**src/rtl/seq_mult_hilo_if.sv**
```systemverilog
// ---------------------------------------------------------------------------
// seq_mult_hilo_if
//   Operand/result bundle between the EX stage and the iterative HI/LO
//   multiplier.
//
//   Handshake: start is a launch request that the multiplier accepts only
//   on a clock edge where it is idle (busy=0) and flush=0. Nothing is held
//   or queued. A request made while busy is dropped, so the requester must
//   re-present start once busy has fallen. The result is announced by a
//   single-cycle hilo_we strobe, and mul_ans is valid while it is high.
//
//   Signals
//     start     : launch request (master -> slave)
//     flush     : cancel operation in flight / suppress launch (master -> slave)
//     op_a      : multiplicand, WIDTH bits (master -> slave)
//     op_b      : multiplier, WIDTH bits (master -> slave)
//     signed_op : signed multiply request, only with MUL_SIGNED_EN defined
//     busy      : operation in flight (slave -> master)
//     hilo_we   : one-cycle HI/LO write strobe (slave -> master)
//     mul_ans   : product {HI,LO}, 2*WIDTH bits (slave -> master)
//
//   Configuration macro: MUL_SIGNED_EN (adds signed_op).
// ---------------------------------------------------------------------------
interface seq_mult_hilo_if #(
  parameter int WIDTH = 32
);
  logic                 start;
  logic                 flush;
  logic [WIDTH-1:0]     op_a;
  logic [WIDTH-1:0]     op_b;
`ifdef MUL_SIGNED_EN
  logic                 signed_op;
`endif
  logic                 busy;
  logic                 hilo_we;
  logic [2*WIDTH-1:0]   mul_ans;

`ifdef MUL_SIGNED_EN
  modport master (
    output start, flush, op_a, op_b, signed_op,
    input  busy, hilo_we, mul_ans
  );

  modport slave (
    input  start, flush, op_a, op_b, signed_op,
    output busy, hilo_we, mul_ans
  );
`else
  modport master (
    output start, flush, op_a, op_b,
    input  busy, hilo_we, mul_ans
  );

  modport slave (
    input  start, flush, op_a, op_b,
    output busy, hilo_we, mul_ans
  );
`endif

endinterface

```
**src/rtl/seq_mult_hilo.sv**
```systemverilog
// ---------------------------------------------------------------------------
// seq_mult_hilo
//   Iterative WIDTH x WIDTH shift-add multiplier for the HI/LO register
//   pair. It performs one add/shift iteration per clock, so it needs WIDTH
//   iterations. The product is registered on the last iteration edge and
//   then announced with a one-cycle hilo_we strobe.
//
//   Ports
//     clk       : rising-edge clock
//     reset     : asynchronous, active-low reset
//     bus       : seq_mult_hilo_if.slave (start/flush/op_a/op_b[/signed_op]
//                 in, busy/hilo_we/mul_ans out)
//     dbg_state : current FSM state (0=IDLE, 1=RUN, 2=DONE)
//
//   Configuration macro: MUL_SIGNED_EN
//     When it is defined, signed_op=1 selects a signed multiply. The datapath
//     multiplies the operand magnitudes, and the product is negated on the
//     last edge when exactly one operand was negative. Latency is the same
//     as for an unsigned multiply.
// ---------------------------------------------------------------------------
module seq_mult_hilo #(
  parameter int WIDTH = 32
) (
  input  logic               clk,
  input  logic               reset,
  seq_mult_hilo_if.slave     bus,
  output logic [1:0]         dbg_state
);

  localparam int CW = $clog2(WIDTH);

  typedef enum logic [1:0] {
    IDLE = 2'd0,
    RUN  = 2'd1,
    DONE = 2'd2
  } state_t;

  state_t               state;
  logic [WIDTH-1:0]     mcand;
  logic [WIDTH-1:0]     acc_hi;
  logic [WIDTH-1:0]     acc_lo;
  logic [CW-1:0]        cnt;
  logic                 busy_q;
  logic                 we_q;
  logic [2*WIDTH-1:0]   ans_q;

  // Operand values as they are loaded, and the final product value.
  logic [WIDTH-1:0]     load_a;
  logic [WIDTH-1:0]     load_b;
  logic [2*WIDTH-1:0]   result;

  // One iteration: a conditional add with its carry, then a shift right of
  // {carry, acc_hi, acc_lo}. The carry bit lands in the top of acc_hi.
  logic [WIDTH:0]       sum;
  logic [WIDTH-1:0]     hi_nxt;
  logic [WIDTH-1:0]     lo_nxt;
  logic [2*WIDTH-1:0]   prod_nxt;

  always_comb begin
    sum      = {1'b0, acc_hi};
    if (acc_lo[0]) begin
      sum    = {1'b0, acc_hi} + {1'b0, mcand};
    end
    hi_nxt   = sum[WIDTH:1];
    lo_nxt   = {sum[0], acc_lo[WIDTH-1:1]};
    prod_nxt = {hi_nxt, lo_nxt};
  end

`ifdef MUL_SIGNED_EN
  logic neg;
  logic a_neg;
  logic b_neg;

  // The most negative operand negates to itself. Read as unsigned, that is
  // already its correct magnitude (2^(WIDTH-1)).
  always_comb begin
    a_neg  = bus.signed_op & bus.op_a[WIDTH-1];
    b_neg  = bus.signed_op & bus.op_b[WIDTH-1];
    load_a = a_neg ? (~bus.op_a + 1'b1) : bus.op_a;
    load_b = b_neg ? (~bus.op_b + 1'b1) : bus.op_b;
    result = neg ? (~prod_nxt + 1'b1) : prod_nxt;
  end
`else
  always_comb begin
    load_a = bus.op_a;
    load_b = bus.op_b;
    result = prod_nxt;
  end
`endif

  always_ff @(posedge clk or negedge reset) begin
    if (!reset) begin
      state  <= IDLE;
      mcand  <= '0;
      acc_hi <= '0;
      acc_lo <= '0;
      cnt    <= '0;
      busy_q <= 1'b0;
      we_q   <= 1'b0;
      ans_q  <= '0;
`ifdef MUL_SIGNED_EN
      neg    <= 1'b0;
`endif
    end else begin
      case (state)
        IDLE: begin
          we_q <= 1'b0;
          // flush takes priority over start, so a squashed launch never starts.
          if (bus.start && !bus.flush) begin
            mcand  <= load_a;
            acc_hi <= '0;
            acc_lo <= load_b;
            cnt    <= '0;
            busy_q <= 1'b1;
            state  <= RUN;
`ifdef MUL_SIGNED_EN
            neg    <= bus.signed_op & (bus.op_a[WIDTH-1] ^ bus.op_b[WIDTH-1]);
`endif
          end
        end

        RUN: begin
          if (bus.flush) begin
            state  <= IDLE;
            busy_q <= 1'b0;
            we_q   <= 1'b0;
          end else begin
            acc_hi <= hi_nxt;
            acc_lo <= lo_nxt;
            cnt    <= cnt + CW'(1);
            if (cnt == CW'(WIDTH - 1)) begin
              ans_q <= result;
              we_q  <= 1'b1;
              state <= DONE;
            end
          end
        end

        DONE: begin
          state  <= IDLE;
          busy_q <= 1'b0;
          we_q   <= 1'b0;
        end

        default: begin
          state  <= IDLE;
          busy_q <= 1'b0;
          we_q   <= 1'b0;
        end
      endcase
    end
  end

  // A squash during the DONE cycle must suppress the HI/LO write in that
  // same cycle. The registered strobe is therefore qualified by flush.
  assign bus.hilo_we = we_q & ~bus.flush;
  assign bus.busy    = busy_q;
  assign bus.mul_ans = ans_q;
  assign dbg_state   = state;

endmodule

```
**src/flat_wrapper.sv**
```systemverilog
// flat-port wrapper written by rule: the top's interface ports become plain ports
module seq_mult_hilo_flat 
#(
  parameter int WIDTH = 32
)
  (clk, reset, dbg_state, bus_start, bus_flush, bus_op_a, bus_op_b, bus_busy, bus_hilo_we, bus_mul_ans);
  seq_mult_hilo_if #(.WIDTH(WIDTH)) bus_i ();
  input  logic clk;
  input  logic reset;
  output logic [1:0] dbg_state;
  input wire logic [$bits(bus_i.start)-1:0] bus_start;
  input wire logic [$bits(bus_i.flush)-1:0] bus_flush;
  input wire logic [$bits(bus_i.op_a)-1:0] bus_op_a;
  input wire logic [$bits(bus_i.op_b)-1:0] bus_op_b;
  output wire logic [$bits(bus_i.busy)-1:0] bus_busy;
  output wire logic [$bits(bus_i.hilo_we)-1:0] bus_hilo_we;
  output wire logic [$bits(bus_i.mul_ans)-1:0] bus_mul_ans;
  assign bus_i.start = bus_start;
  assign bus_i.flush = bus_flush;
  assign bus_i.op_a = bus_op_a;
  assign bus_i.op_b = bus_op_b;
  assign bus_busy = bus_i.busy;
  assign bus_hilo_we = bus_i.hilo_we;
  assign bus_mul_ans = bus_i.mul_ans;
  seq_mult_hilo #(.WIDTH(WIDTH)) u_core (.clk(clk), .reset(reset), .bus(bus_i), .dbg_state(dbg_state));
endmodule
```
**config.mk**
```make
export PLATFORM = sky130hd
export DESIGN_NAME = seq_mult_hilo_flat
export DESIGN_NICKNAME = d
export VERILOG_FILES = /design/src/rtl/seq_mult_hilo_if.sv /design/src/rtl/seq_mult_hilo.sv /design/src/flat_wrapper.sv
export SDC_FILE = /design/constraint.sdc
export NUM_CORES = 1
export LEC_CHECK = 0
export CAP_MARGIN = 20
export CORE_AREA = 2 2 247 127
export DETAILED_ROUTE_END_ITERATION = 16
export DIE_AREA = 0 0 249 129
export GPL_TIMING_DRIVEN = 0
export PLACE_DENSITY = 0.47
export SETUP_SLACK_MARGIN = 0.2
export SYNTH_ARGS = -nofsm -noshare
export SYNTH_HDL_FRONTEND = slang
export SYNTH_SLANG_ARGS = --single-unit
export TNS_END_PERCENT = 1
```
**constraint.sdc**
```tcl
create_clock -name clk -period 3.45 [get_ports clk]
set_clock_uncertainty 0.15 [all_clocks]
set_input_delay 0.5175 -clock clk [delete_from_list [all_inputs] [get_ports clk]]
set_output_delay 0.5175 -clock clk [all_outputs]
set_load 0.005 [all_outputs]
```
==> flow_summary.json, run 1 <==
{
  "coreArea_mm2": 0.0299,
  "drc": 0,
  "multi_input_area_mm2": 0.00416,
  "grt_max_degree": 110,
  "post-route-min-period_ns": 3.23,
  "cp_max_fo": 7,
  "antenna_found_initial": 0,
  "hold_violations": 0,
  "regArea_mm2": 0.00423,
  "end_kind": "flop",
  "synthFlopType": "dfrtp_1",
  "cp-start-kind": "flop",
  "hp-class": "flop to flop",
  "yosys_register_bits": 169,
  "clk_latency_ns": 0.44,
  "first_pass_iters": 5,
  "start_util_pct": 28.8,
  "p_leak_nw": 5.01,
  "post-route-util_pct": 37.1,
  "antenna_left": 0,
  "synth_edf_count": 0,
  "grt_pass1_vias": 6754,
  "cts_buffer_depth": 2,
  "nNetsFinal": 1142,
  "synth_cells": 882,
  "hpwl_um": 20300,
  "crit_required_ns": 3.63,
  "ys.warnings.count": 0,
  "syn_area_mm2": 0.00861,
  "fillCellCount": 3036,
  "grt_pass1_wl_um": 42100,
  "wl_per_cell_um": 18.6,
  "post_cts_buffers": 0,
  "drv_slew": 0,
  "h-tree-depth": 4,
  "synth_nets": 985,
  "path_clk_slew_ns": 0.07,
  "min_period_over_period_pct": 93.8,
  "crit_arrival_ns": 3.41,
  "dieArea_mm2": 0.0321,
  "syn_area_per_cell_um2": 9.76,
  "cts-buffers-inserted": 17,
  "clock-sinks": 169,
  "finalSetupTns_ns": 0,
  "timing.fmax_ghz": 0.309,
  "routed_wl_um": 27000,
  "worstSetupPathType": "flop to flop",
  "vias_per_cell": 4.81,
  "die_h_um": 129,
  "ys_types": 56,
  "cts_tree": "yes",
  "fp-row-count": 45,
  "grt.total_usage_pct": 17.4,
  "num_vias": 6981,
  "power_mw": 6.61,
  "drive_gt1_share_pct": 8.08,
  "setup_viol": 0,
  "die_w_um": 249,
  "cts-root-buf": "clkbuf_16",
  "grt.overflow.total": 0,
  "tightest_slew_ns": 0.953,
  "irDropWorstVdd_uv": 403,
  "rsz0062_at_grt": "true",
  "status": "complete, no violations",
  "n_antenna_cell": 0,
  "gp_congestion": 0.858,
  "portBuffers": 135,
  "maxCapViolCount": 0,
  "area_growth_pct": 29.0,
  "powerDensity_mw_per_mm2": 595,
  "relSlewSlack_pct": 36.1,
  "ys_seq_area_share_pct": 49.1,
  "async_reset_ff_share_pct": 100,
  "io_pins": 136,
  "first_iter_violations": 473
}
-- worst paths after layout --
kind                                        start                      to  slack (ns)  depth (start not counted)
max in group asynchronous                   reset  u_core.bus.mul_ans[41]        1.75                          3
hold / removal             u_core.bus.mul_ans[19]  u_core.bus.mul_ans[19]        0.32                          2
hold reg to reg            u_core.bus.mul_ans[19]  u_core.bus.mul_ans[19]        0.32                          2
setup / recovery                u_core.acc_hi[20]       u_core.acc_hi[28]        0.22                         10
setup reg to reg                u_core.acc_hi[20]       u_core.acc_hi[28]        0.22                         10
min in group asynchronous                   reset  u_core.bus.mul_ans[24]        0.44                          2
-- critical path, stage by stage (launching register included) --
cell and delay (ns):
dfrtp_1 0.41, ha_1 0.28, clkbuf_1 0.34, nand2_1 0.19, o21bai_1 0.34, nor4_1 0.11
a31oi_2 0.42, a41oi_1 0.23, xnor2_1 0.23, a222oi_1 0.34, inv_1 0.07
-- final cells by class --
type | instances | area share [%]
Buffer | 51 | 1.81
Sequential cell | 169 | 38.1
Tap cell | 399 | 4.50
Clock buffer | 23 | 4.40
Clock inverter | 9 | 0.789
Inverter | 10 | 0.338
Timing Repair Buffer | 138 | 12.6
Multi-Input combinational cell | 652 | 37.4
-- cells in the mapped netlist (all sizes together), types with 13 or more instances --
cell type	n	area, um2
clkbuf	37	139
dfrtp	169	4230
buf	14	61.3
a21oi	48	248
mux2	32	360
o21ai	107	536
ha	34	425
nand2	198	743
xor2	13	114
xnor2	17	149
nor2	30	113
mux2i	48	480
a21o	18	135
-- kinds of logic after synthesis --
kind of cell,count (synthesis),share of synthesized area (%)
AO/OA/AOI/OAI,227,16.2
XOR/XNOR,30,3.05
adder cells (fa/ha/maj),35,5.18
buffers and inverters,61,2.76
flip-flops,169,49.1
multiplexers,80,9.77
AND/OR/NAND/NOR,280,13.9
-- report_power, final --
part	internal (mW)	switching (mW)
Combinational	0.876	1.31
Sequential	2.25	0.252
Clock	1.07	0.839
-- routing by layer --
| layer | wire, um | vias to the layer above | GRT usage, % |
|---|---|---|---|
| li1 | - | 3419 | - |
| met1 | 15600 | 3419 | 28.8 |
| met2 | 10100 | 127 | 22.1 |
| met3 | 978 | 16 | 3.46 |
| met4 | 226 | 0 | 4.31 |
| met5 | 0 | - | 0 |
-- registers in the layout, indices dropped and copies added, names as in the netlist --
register / flops
u_core.bus.mul_ans: 64
u_core.mcand: 32
u_core.acc_lo: 32
u_core.bus.busy: 1
u_core.acc_hi: 32
u_core.dbg_state: 2
u_core.cnt: 5
u_core.we_q: 1
-- cells in the final DEF, fill, tap and decap left out, drive strengths merged, types with 18 or more instances in the layout --
cell type / count
nand2: 198
clkdlybuf4s50: 134
o21ai: 107
mux2: 32
ha: 34
a21oi: 48
a21o: 18
dfrtp: 169
mux2i: 48
nor2: 30
clkbuf: 61
-- through the flow --
stage / setup WS (ns) / area, um2 / std cells / hold slack (ns)
2_1_floorplan: 0.720 / 8610 / 882 / 0.0719
3_3_place_gp: -5.87 / 10500 / 1416 / 0.310
3_5_place_dp: -0.0653 / 10500 / 1417 / 0.311
4_1_cts: 0.253 / 11100 / 1450 / 0.327
5_1_grt: 0.101 / 11100 / 1451 / 0.349
6_report: 0.215 / 11100 / 1451 / 0.323
-- repair_timing --
| action | 4_1_cts | 5_1_grt |
|---|---|---|
| hold buffers | 1 | 0 |
| setup endpoints to repair | 1 | 21 |
| resized for setup | 1 | 3 |
| endpoints found under the hold margin | 60 | 0 |
Note: power is estimated with default switching activity, not from simulation.
==> run 2: changes to the inputs <==
ABC_AREA = 1   (was not set)
CAP_MARGIN = 0   (was 20)
CORE_AREA = 2 2 257 132   (was 2 2 247 127)
DIE_AREA = 0 0 259 134   (was 0 0 249 129)
==> run 2 against run 1 <==
Sequential share of layout area is 2.3 points lower. Clock-buffer cell count is 2 lower. Cell area is 6.5% higher. Critical path depth is 2 lower. Via count is 24% higher. Setup slack better by 0.40 ns. Non-clock buffer count is 6 lower. Routed wire length is 25% higher. Die area is 8.0% higher. Clock power is 5% lower. Core utilization is 0.79 points lower. Critical path type is now primary input to flop. Largest power group is now combinational logic.
==> flow_summary.json, run 2 <==
{
  "min-delay-start": "u_core.bus.mul_ans[31]",
  "num_vias": 8683,
  "die_w_um": 259,
  "coreArea_mm2": 0.0325,
  "cts_hold_buf": 1,
  "h-tree-depth": 4,
  "area_growth_pct": 26.4,
  "cp-endpoint": "u_core.acc_hi[29]",
  "hpwl_um": 26500,
  "crit_arrival_ns": 3.02,
  "end_kind": "flop",
  "worstSetupPathType": "primary input to flop",
  "timing.rr.end": "u_core.bus.mul_ans[59]",
  "rsz0062_at_grt": "false",
  "grt_pass1_wl_um": 51400,
  "setup_ws_ns": 0.616,
  "first_iter_violations": 782,
  "drive_gt1_share_pct": 5.11,
  "powerDensity_mw_per_mm2": 590,
  "hp-class": "flop to flop",
  "vias_per_cell": 4.60,
  "die_h_um": 134,
  "cts-buffers-inserted": 17,
  "first_pass_iters": 5,
  "grt.overflow.total": 0,
  "p_leak_nw": 6.09,
  "synth_top_area_share_pct": 45.2,
  "yosys.area.top_type": "dfrtp_1",
  "drv_slew": 0,
  "path_clk_slew_ns": 0.07,
  "portBuffers": 135,
  "crit_required_ns": 3.64,
  "synth_edf_count": 0,
  "post_cts_buffers": 0,
  "final_cell_mix": "506 x nand2_1, 169 x inv_1, 169 x dfrtp_1",
  "nNetsFinal": 1538,
  "grt_pass1_vias": 8183,
  "rrSetupSlack_ns": 0.66,
  "antenna_left": 0,
  "dieArea_mm2": 0.0347,
  "cp_max_fo": 10,
  "cp-start-kind": "primary input",
  "relSlewSlack_pct": 42.3,
  "final_common_cell": "nand2_1",
  "cts_tree": "yes",
  "routed_wl_um": 33600,
  "yosysMostFrequentCell": "nand2_1",
  "syn_area_per_cell_um2": 7.31,
  "synthTopCellsByCount": "506 x nand2_1, 169 x dfrtp_1, 169 x inv_1",
  "cts_buffer_depth": 2,
  "clk_latency_ns": 0.45,
  "rr_startpoint": "u_core.mcand[0]",
  "power_mw": 6.97,
  "cts-root-buf": "clkbuf_16",
  "syn_area_mm2": 0.00935,
  "grt.total_usage_pct": 20.0,
  "start_util_pct": 28.8,
  "ys_types": 30,
  "yosys_register_bits": 169,
  "antenna_found_initial": 0,
  "async_reset_ff_share_pct": 100,
  "place_ws_ns": 0.103,
  "timing.fmax_ghz": 0.353,
  "io_pins": 136,
  "wl_per_cell_um": 17.8,
  "crit_start": "bus_flush",
  "synth_nets": 1382,
  "drc": 0,
  "setup_viol": 0,
  "tightest_slew_ns": 0.866,
  "clock-sinks": 169,
  "postCtsResizedCells": 0,
  "n_antenna_cell": 0,
  "synthFlopType": "dfrtp_1",
  "ys_seq_area_share_pct": 45.2,
  "grt_max_degree": 95,
  "status": "complete, no violations",
  "fp-row-count": 47,
  "irDropWorstVdd_uv": 328,
  "yosys-top-cells-area": "dfrtp_1 45%, nand2_1 20%, inv_1 6.8%, nand3_1 5.0%, ha_1 4.5%",
  "ys.warnings.count": 0,
  "gp_congestion": 0.964,
  "maxCapViolCount": 0,
  "min_period_over_period_pct": 82.1,
  "hold_violations": 0,
  "post-route-min-period_ns": 2.83,
  "largest_reg_flops": 64,
  "synth_cells": 1279,
  "reg2reg_depth": 12
}
[run 2: kinds of logic after synthesis]
group / after synthesis / synth area share [%]
AND/OR/NAND/NOR: 678 / 29.7
AO/OA/AOI/OAI: 163 / 9.82
adder cells (fa/ha/maj): 35 / 4.76
flip-flops: 169 / 45.2
buffers and inverters: 220 / 9.22
XOR/XNOR: 14 / 1.31
[run 2: where the power goes]
group | internal (mW) | total, mW | switching (mW) | leakage [nW]
combinational | 0.890 | 2.63 | 1.74 | 3.68
sequential | 2.31 | 2.52 | 0.206 | 2.14
clock | 0.940 | 1.82 | 0.878 | 0.262
[run 2: metal layers]
metal / GRT usage [%] / routed length, um / share of wire, % / vias to the layer above
met5: 0 / 0 / 0 / -
met4: 4.59 / 306 / 0.91 / 0
met3: 3.19 / 1790 / 5.3 / 19
met2: 23.5 / 11400 / 34 / 223
met1: 35.3 / 20100 / 60 / 4101
li1: - / - / - / 4340
[run 2: layout make-up]
class | instances | area (um2)
fill | 3452 | 20700
multi-input combinational | 890 | 4260
sequential | 169 | 4230
timing repair buffer | 137 | 1390
inverter | 174 | 653
tap | 441 | 552
clock buffer | 21 | 450
buffer | 46 | 209
clock inverter | 11 | 72.6
[run 2: worst max-delay path, cell delays in order]
cell	delay [ns]
clkdlybuf4s50_1	0.53
nor4_4	0.74
inv_2	0.28
nand2_2	0.18
inv_1	0.16
clkbuf_1	0.37
nand2_1	0.16
nand2_1	0.07
[run 2: worst min path at each step]
stage | end | slack (ns) | depth (start not counted)
4_1_cts | u_core.bus.mul_ans[32] | 0.32 | 2
3_3_place_gp | u_core.bus.mul_ans[31] | 0.31 | 2
2_1_floorplan | u_core.acc_hi[0] | 0.07 | 0
3_5_place_dp | u_core.bus.mul_ans[32] | 0.31 | 2
6_report | u_core.bus.mul_ans[31] | 0.32 | 2
5_1_grt | u_core.bus.mul_ans[47] | 0.36 | 2
[run 2: per-stage QoR]
stage	instances	hold WS [ns]	area, um2	TNS [ns]	util, %
after floorplan	1279	0.0719	9350	0	-
after global placement	1855	0.311	11300	-977.81	34.6
after detailed placement	1856	0.309	11300	0	34.7
after CTS	1889	0.325	11800	0	36.3
after global routing	1889	0.361	11800	0	36.3
final	1889	0.321	11800	0	36.3
==> run 3: changes to the inputs <==
PLACE_DENSITY = 0.48   (was 0.47)
clock period = 2.5 ns   (was 3.45 ns; I/O delays follow)
==> run 3 against run 2 <==
Sequential share of layout area is 1.9 points lower. First-iteration DRC count rose by 5.0%. Cell area grew 5.6%. Combinational power rose by 57%. Critical endpoint is now u_core.acc_hi[15]. Highest routed layer unchanged.
==> flow_summary.json, run 3 (synthesis gave the netlist of run 2 again) <==
{
  "drive_gt1_share_pct": 13.2,
  "die_w_um": 259,
  "crit_family": "simple AND/OR/NAND/NOR gates",
  "p_leak_nw": 6.24,
  "drc": 0,
  "final_cell_mix": "475 x nand2_1, 169 x inv_1, 168 x dfrtp_1",
  "critPathMostFrequentCell": "nand2_1",
  "cts-root-buf": "clkbuf_16",
  "clk_latency_ns": 0.46,
  "n_antenna_cell": 0,
  "drv_slew": 0,
  "vias_per_cell": 4.57,
  "worstSetupPathType": "flop to flop",
  "finalSetupTns_ns": 0,
  "powerDensity_mw_per_mm2": 838,
  "antenna_left": 0,
  "antenna_found_initial": 0,
  "final_common_cell": "nand2_1",
  "coreArea_mm2": 0.0325,
  "clock-sinks": 169,
  "grt_pass1_wl_um": 51300,
  "num_vias": 8681,
  "relSlewSlack_pct": 43.2,
  "hpwl_um": 26400,
  "cts-buffers-inserted": 17,
  "area_growth_pct": 33.5,
  "post-route-util_pct": 38.4,
  "hp-class": "primary input to flop",
  "crit_chain": "ha_4 -> fa_2 -> nand3_2 -> nand3_4 -> nand2_1 -> nand2_2 -> nand2_1 -> nand2_1 -> nand2_1 -> nand3_1 -> nand3_1 -> o21ai_0",
  "cts_buffer_depth": 2,
  "largest_reg_flops": 64,
  "portBuffers": 135,
  "cts_tree": "yes",
  "path_buf_inv": 0,
  "die_h_um": 134,
  "rsz0062_at_grt": "true",
  "place_ws_ns": -0.706,
  "min_period_over_period_pct": 91.1,
  "fillCellCount": 3436,
  "irDropWorstVdd_uv": 475,
  "place_area_mm2": 0.0113,
  "first_pass_iters": 5,
  "cp_max_fo": 4,
  "wl_per_cell_um": 17.9,
  "grt.overflow.total": 0,
  "stdcell_area_mm2": 0.0125,
  "hold_violations": 0,
  "h-tree-depth": 4,
  "crit_required_ns": 2.67,
  "nNetsFinal": 1549,
  "gp_congestion": 0.895,
  "dieArea_mm2": 0.0347,
  "io_pins": 136,
  "crit_path_max_incr_delay_ns": 0.41,
  "grt.total_usage_pct": 19.9,
  "post-route-min-period_ns": 2.28,
  "crit_arrival_ns": 2.44,
  "fp-row-count": 47,
  "status": "complete, no violations",
  "setup_viol": 0,
  "crit_slowest_cell": "dfrtp_1",
  "grt_max_degree": 90,
  "first_iter_violations": 821,
  "grt_pass1_vias": 8178,
  "tightest_slew_ns": 0.843,
  "setup_ws_ns": 0.222,
  "routed_wl_um": 33900,
  "end_kind": "flop",
  "path_clk_slew_ns": 0.07,
  "timing.fmax_ghz": 0.439,
  "cp-start-kind": "flop",
  "start_util_pct": 28.8,
  "maxCapViolCount": 0
}
-- run 3: cell count changes in the layout (fill, tap and decap cells not counted), moves of 13 or more --
cell     previous run  this run
nand2_2             1        29
nand3_1            93        75
nand3_2             0        16
nor2_2              0        13
nor2_1             46        33
buf_4               4        17
nand2_1           506       475
ha_1               34         9
ha_2                0        14
-- run 3: path summary, 6_finish.rpt --
kind / endpoint / cells past startpoint / slack [ns] / startpoint
worst max register to register: u_core.acc_hi[15] / 12 / 0.22 / u_core.mcand[0]
max in group asynchronous: u_core.acc_hi[17] / 3 / 0.92 / reset
min in group asynchronous: u_core.bus.mul_ans[6] / 2 / 0.36 / reset
worst max-delay path: u_core.acc_hi[15] / 12 / 0.22 / u_core.mcand[0]
worst min register to register: u_core.bus.mul_ans[32] / 2 / 0.33 / u_core.bus.mul_ans[32]
worst min-delay path: u_core.mcand[17] / 3 / 0.31 / bus_op_a[17]
-- run 3: cell type report --
| type | instances | area [um2] | area share [%] |
|---|---|---|---|
| multi-input combinational | 890 | 4720 | 37.9 |
| sequential | 169 | 4230 | 33.9 |
| timing repair buffer | 148 | 1480 | 11.8 |
| inverter | 174 | 653 | 5.23 |
| tap | 441 | 552 | 4.42 |
| clock buffer | 17 | 425 | 3.41 |
| buffer | 46 | 234 | 1.88 |
| clock inverter | 15 | 183 | 1.46 |
-- run 3: what timing repair did --
item                       in CTS  in global routing
hold buffers                    1                  0
setup buffers                   4                  7
resized for setup              19                112
setup endpoints to repair     141                 90
pin swaps                       4                 14
hold endpoints to repair       88                  0
-- run 3: power breakdown --
| group | internal [mW] | switching [mW] | total (mW) |
|---|---|---|---|
| combinational | 1.51 | 2.61 | 4.12 |
| clock | 1.51 | 1.30 | 2.82 |
| sequential | 3.19 | 0.335 | 3.52 |
| total | 6.21 | 4.24 | 10.5 |
-- run 3: stage by stage --
step	std cells	hold WS [ns]	total power, mW
after global placement	1855	0.315	7.07
after floorplan	1279	-0.0706	5.82
after global routing	1900	0.311	11.2
final	1900	0.309	10.5
after detailed placement	1856	0.299	7.09
after CTS	1893	0.288	10.0
-- run 3: metal layers --
metal | vias to the layer above | GRT usage, % | routed length, um
li1 | 4363 | - | -
met1 | 4069 | 35.0 | 19800
met2 | 232 | 22.8 | 11700
met3 | 17 | 4.23 | 2120
met4 | 0 | 3.89 | 264
met5 | - | 0 | 0
-- run 3: worst min-delay path, stage by stage --
cell and delay (ns):
clkdlybuf4s50_1 0.39, nand2_1 0.06, nand2_1 0.05
